==> config.mk <==
export PLATFORM = sky130hd
export DESIGN_NAME = exception_ctrl
export DESIGN_NICKNAME = d
export VERILOG_FILES = /design/src/rtl/exception_ctrl.sv
export SDC_FILE = /design/constraint.sdc
export NUM_CORES = 1
export LEC_CHECK = 0
export BUFFER_PORTS_ARGS = -buffer_cell sky130_fd_sc_hd__buf_2
export CAP_MARGIN = 20
export CORE_ASPECT_RATIO = 0.8
export CORE_MARGIN = 2
export CORE_UTILIZATION = 43
export DETAILED_ROUTE_END_ITERATION = 10
export PLACE_DENSITY = 0.78
export REMOVE_ABC_BUFFERS = 1
export SYNTH_ARGS = -nofsm -noshare
export SYNTH_HDL_FRONTEND = slang
export SYNTH_SLANG_ARGS = --single-unit
==> constraint.sdc <==
create_clock -name clk -period 2.65 [get_ports clk]
set_input_delay 0 -clock clk [delete_from_list [all_inputs] [get_ports clk]]
set_output_delay 0 -clock clk [all_outputs]
set_load 0.05 [all_outputs]
==> src/rtl/exception_ctrl.sv <==
// Exception/interrupt responder: latches ERR/ESR, pulses exc/eret_taken, acks IRQs.
// Optional saturating exception counter enabled by defining EXC_COUNTER_EN.
module exception_ctrl #(
    parameter int             N          = 64,
    parameter logic [N-1:0]   EXC_VECTOR = N'(64'h0000_0000_0000_00D8)
) (
    input  logic          clk,
    input  logic          reset,
    input  logic          instr_valid,
    input  logic          NotAnInstr,
    input  logic          ERet,
    input  logic [3:0]    EStatus_in,
    input  logic [N-1:0]  pc_in,
    input  logic          IRQ_req,
    output logic          IRQ_ack,
    output logic          exc,
    output logic [N-1:0]  exc_vector,
    output logic          eret_taken,
    output logic [N-1:0]  ERR,
    output logic [3:0]    ESR,
    output logic          in_handler,
    output logic [15:0]   exc_count
);

    typedef enum logic {
        IDLE,
        HANDLER
    } state_t;

    localparam logic [3:0] ESR_IRQ          = 4'b0001;
    localparam logic [3:0] ESR_DOUBLE_FAULT = 4'b1000;

    state_t state;
    logic   irq_armed;
    logic   bad_instr;
    logic   eret_instr;

    // A bubble must never raise an exception or return from one.
    assign bad_instr  = instr_valid && NotAnInstr;
    assign eret_instr = instr_valid && ERet;
    assign exc_vector = EXC_VECTOR;

    // NOTE: sequential state uses non-blocking assignments so every register
    // samples the pre-edge values regardless of statement order.
    always_ff @(posedge clk or posedge reset) begin
        if (reset) begin
            state      <= IDLE;
            ERR        <= '0;
            ESR        <= '0;
            exc        <= 1'b0;
            eret_taken <= 1'b0;
            IRQ_ack    <= 1'b0;
            in_handler <= 1'b0;
            irq_armed  <= 1'b1;
        end else begin
            exc        <= 1'b0;
            eret_taken <= 1'b0;
            IRQ_ack    <= 1'b0;
            // Re-arm only once the requester has visibly dropped its request.
            if (!IRQ_req)
                irq_armed <= 1'b1;

            case (state)
                IDLE: begin
                    if (bad_instr) begin
                        ERR        <= pc_in;
                        ESR        <= EStatus_in;
                        exc        <= 1'b1;
                        state      <= HANDLER;
                        in_handler <= 1'b1;
                    end else if (IRQ_req && irq_armed) begin
                        ERR        <= pc_in;
                        ESR        <= ESR_IRQ;
                        exc        <= 1'b1;
                        IRQ_ack    <= 1'b1;
                        irq_armed  <= 1'b0;
                        state      <= HANDLER;
                        in_handler <= 1'b1;
                    end
                end
                HANDLER: begin
                    // Interrupts are masked here; a fault keeps the original return address.
                    if (bad_instr) begin
                        ESR <= ESR_DOUBLE_FAULT;
                        exc <= 1'b1;
                    end else if (eret_instr) begin
                        eret_taken <= 1'b1;
                        state      <= IDLE;
                        in_handler <= 1'b0;
                    end
                end
                default: begin
                    state      <= IDLE;
                    in_handler <= 1'b0;
                end
            endcase
        end
    end

`ifdef EXC_COUNTER_EN
    logic take_exc;
    assign take_exc = bad_instr || (state == IDLE && IRQ_req && irq_armed);

    always_ff @(posedge clk or posedge reset) begin
        if (reset)
            exc_count <= '0;
        else if (take_exc && exc_count != 16'hFFFF)
            exc_count <= exc_count + 16'd1;
    end
`else
    assign exc_count = 16'h0000;
`endif

endmodule

==> results by group <==
Drt
  – First-pass detailed-route iteration total: 4
  – Initial DRC Count: 43
  – Avg WL per Cell: 13.6 µm
  – Routed met3 length: 665 µm
  – DR vias/cell: 4.17
  – DRT antenna net count: 0
  – Max Used Layer: met4
  – Vias: 2437
  – M1 WL: 3.11 mm
  – WL final: 7.97 mm
  – Met2 routed WL: 4.09 mm
  – Remaining DRCs: 0

Yosys
  – Largest area contributor in the netlist: dfrtp_1
  – Ys async rst share: 1.00
  – Primary flip-flop cell chosen by synthesis mapping: dfrtp_1
  – Seq/Total Area, Yosys: 0.509
  – Most common cell in the netlist: buf_4
  – Post-synth top area share: 0.502
  – Largest cells by area after synthesis: dfrtp_1 50%, mux2_4 20%, buf_4 17%, mux2_2 4.6%, buf_12 3.3%
  – Commonest cells post-synth: 81 x buf_4, 73 x dfrtp_1, 49 x mux2_4
  – Synth Register Bits: 74
  – Synth Warn #: 0
  – Avg Inst Size Synth: 14.4 µm²
  – Post-Synthesis Cell Area: 0.00364 mm²
  – Netlist cell types: 21
  – Post-synthesis cell count: 252
  – Post-synth EDFFs: 0

Timing
  – Setup WS post-layout: 820 ps
  – Tmin final: 1830 ps
  – Final Max Tran Viols: 0
  – Worst Clk Skew: 8.45 ps
  – Final setup vio count: 0
  – RSZ-0062 raised after global routing: no
  – Relative slew margins: 0.544
  – Final period util: 0.690
  – Fmax: 547 MHz
  – Least-Margin Pin Slew: 684 ps
  – Final hold vios: 0

Cells and area
  – Area growth syn-to-layout: 37.9%
  – Layout Nets: 546
  – Fill count: 609
  – Share of cells above drive strength 1: 0.484
  – Non-Filler Instances: 585
  – Final Core Density: 0.623
  – Ant. Diodes: 0

Global routing
  – Vias in the first global route: 2545
  – GRT Total Usage: 0.174
  – Total grt overflow: 0
  – Global-route wire length before repair: 12.4 mm
  – Initial antenna violation count: 0
  – Largest net degree at the start of global routing: 44

Placement
  – Port bufs: 145
  – GP Congestion: 0.726
  – Final HPWL DP: 4.95 mm
  – Placed cells: 499
  – Dpl ws: 846 ps

Clock network
  – Total CTS buffers: 9
  – Clk_lat worst skew: 330 ps
  – H-tree depth: 3
  – Clock sinks: 74
  – Clock transition at path regs: 80 ps
  – CTS tree: done
  – Clock Tree Buf Depth: 2
  – Root Buffer: clkbuf_8

Floorplan
  – Die Area: 0.00922 mm²
  – I/O pin cnt: 226
  – Row count: 29
  – Die W: 107 µm
  – Core box area: 0.00806 mm²
  – Starting Density: 0.452
  – Die height: 86.3 µm

Setup path
  – Reg-to-Reg Start: irq_armed
  – CP Launch Point: irq_armed
  – Reg-to-reg slack, setup: 820 ps
  – Startpoint class of the critical path: flip-flop
  – CP endpoint kind: flip-flop
  – Critical-path maximum fanout: 33
  – Crit Reg-Reg Endpoint: ERR[36]
  – R2R depth: 4
  – CP required: 2860 ps
  – CP Class: flip-flop to flip-flop
  – Arrival time worst endpoint: 2040 ps

Hold path
  – Hold wc startpoint: NotAnInstr
  – Hold Path End: exc
  – Hold crit path type: input pin to flip-flop
  – Hold Crit Depth: 3

Power
  – Lkg Pwr: 2.62 nW
  – PD cells: 1080 mW/mm²
  – Final Total Pwr: 5.40 mW
  – Maximum VDD drop: 0.712 mV

Flow run
  – Max-cap violations: 0

Run status
  – Run status: finished clean
==> sequential cells by signal, summed over array words and instances, names as in the netlist <==
signal	flops
ERR	64
ESR	4
IRQ_ack	1
eret_taken	1
exc	1
in_handler	1
irq_armed	1
state	1
==> cells in the final DEF (no fill, tap or decap), types with 2 or more instances in the layout <==
master         synthesis  layout
buf_2                  0     145
bufinv_16              0       2
dfrtp_1               73      73
clkbuf_8               0       9
a32o_1                 2       2
mux2_4                49      49
dlygate4sd3_1          0      70
a21oi_1                3       3
nand2_1                2       2
nor2_1                 4       4
buf_4                 81       2
inv_1                  5       4
clkinv_4               0       3
mux2_2                15      15
conb_1                 2      80
==> final cells by class <==
cell class	instances	area (µm²)	share of cell area
multi-input combinational	164	1330	0.265
clock buffer	10	128	0.0254
clock inverter	6	91.3	0.0182
tap	108	135	0.0269
inverter	5	18.8	0.00374
sequential	74	1850	0.369
timing repair buffer	218	1460	0.291
==> per-layer routing <==
layer  up-vias  GRT usage
met5         -          0
met1      1175      0.201
li1       1120          -
met2       131      0.314
met4         0     0.0508
met3        11     0.0541
==> worst max path at each step <==
stage,end,slack (ps),depth (start not counted)
final,ERR[36],820,4
after global routing,ERR[13],740,4
after CTS,ERR[36],820,4
after detailed placement,ERR[36],850,4
after global placement,ERR[54],900,4
after floorplan,ERR[40],-90,3
==> through the flow <==
stage | instance area [µm²] | TNS (ps) | hold slack (ps)
3_3_place_gp | 4100 | 0 | 150
3_5_place_dp | 4100 | 0 | 154
2_1_floorplan | 3200 | -1440 | 69.7
4_1_cts | 5020 | 0 | 0.235
6_report | 5020 | 0 | 19.0
5_1_grt | 5020 | 0 | 9.52
==> where the power goes <==
part           internal, mW  switching, mW
clock                 0.534          0.405
sequential             1.50          0.208
combinational         0.798           1.96
==> critical path, stage by stage, from the launching register on <==
cell and delay, ps:
dfstp_2 550, nand2_1 100, a21oi_4 170, buf_4 500
mux2_4 360
==> what timing repair did <==
item	4_1_cts	5_1_grt
endpoints found under the hold margin	99	0
resized for setup	0	0
hold buffers	70	0
buffers inserted	0	0
==> cell families after synthesis <==
group | after synthesis | synth area share
AOI/OAI and AO/OA | 9 | 0.0193
buffers and inverters | 92 | 0.205
DFF | 74 | 0.509
muxes | 64 | 0.249
other | 2 | 0.00206
and+or+nand+nor | 11 | 0.0158
Note: power is estimated with default switching activity, not from simulation.
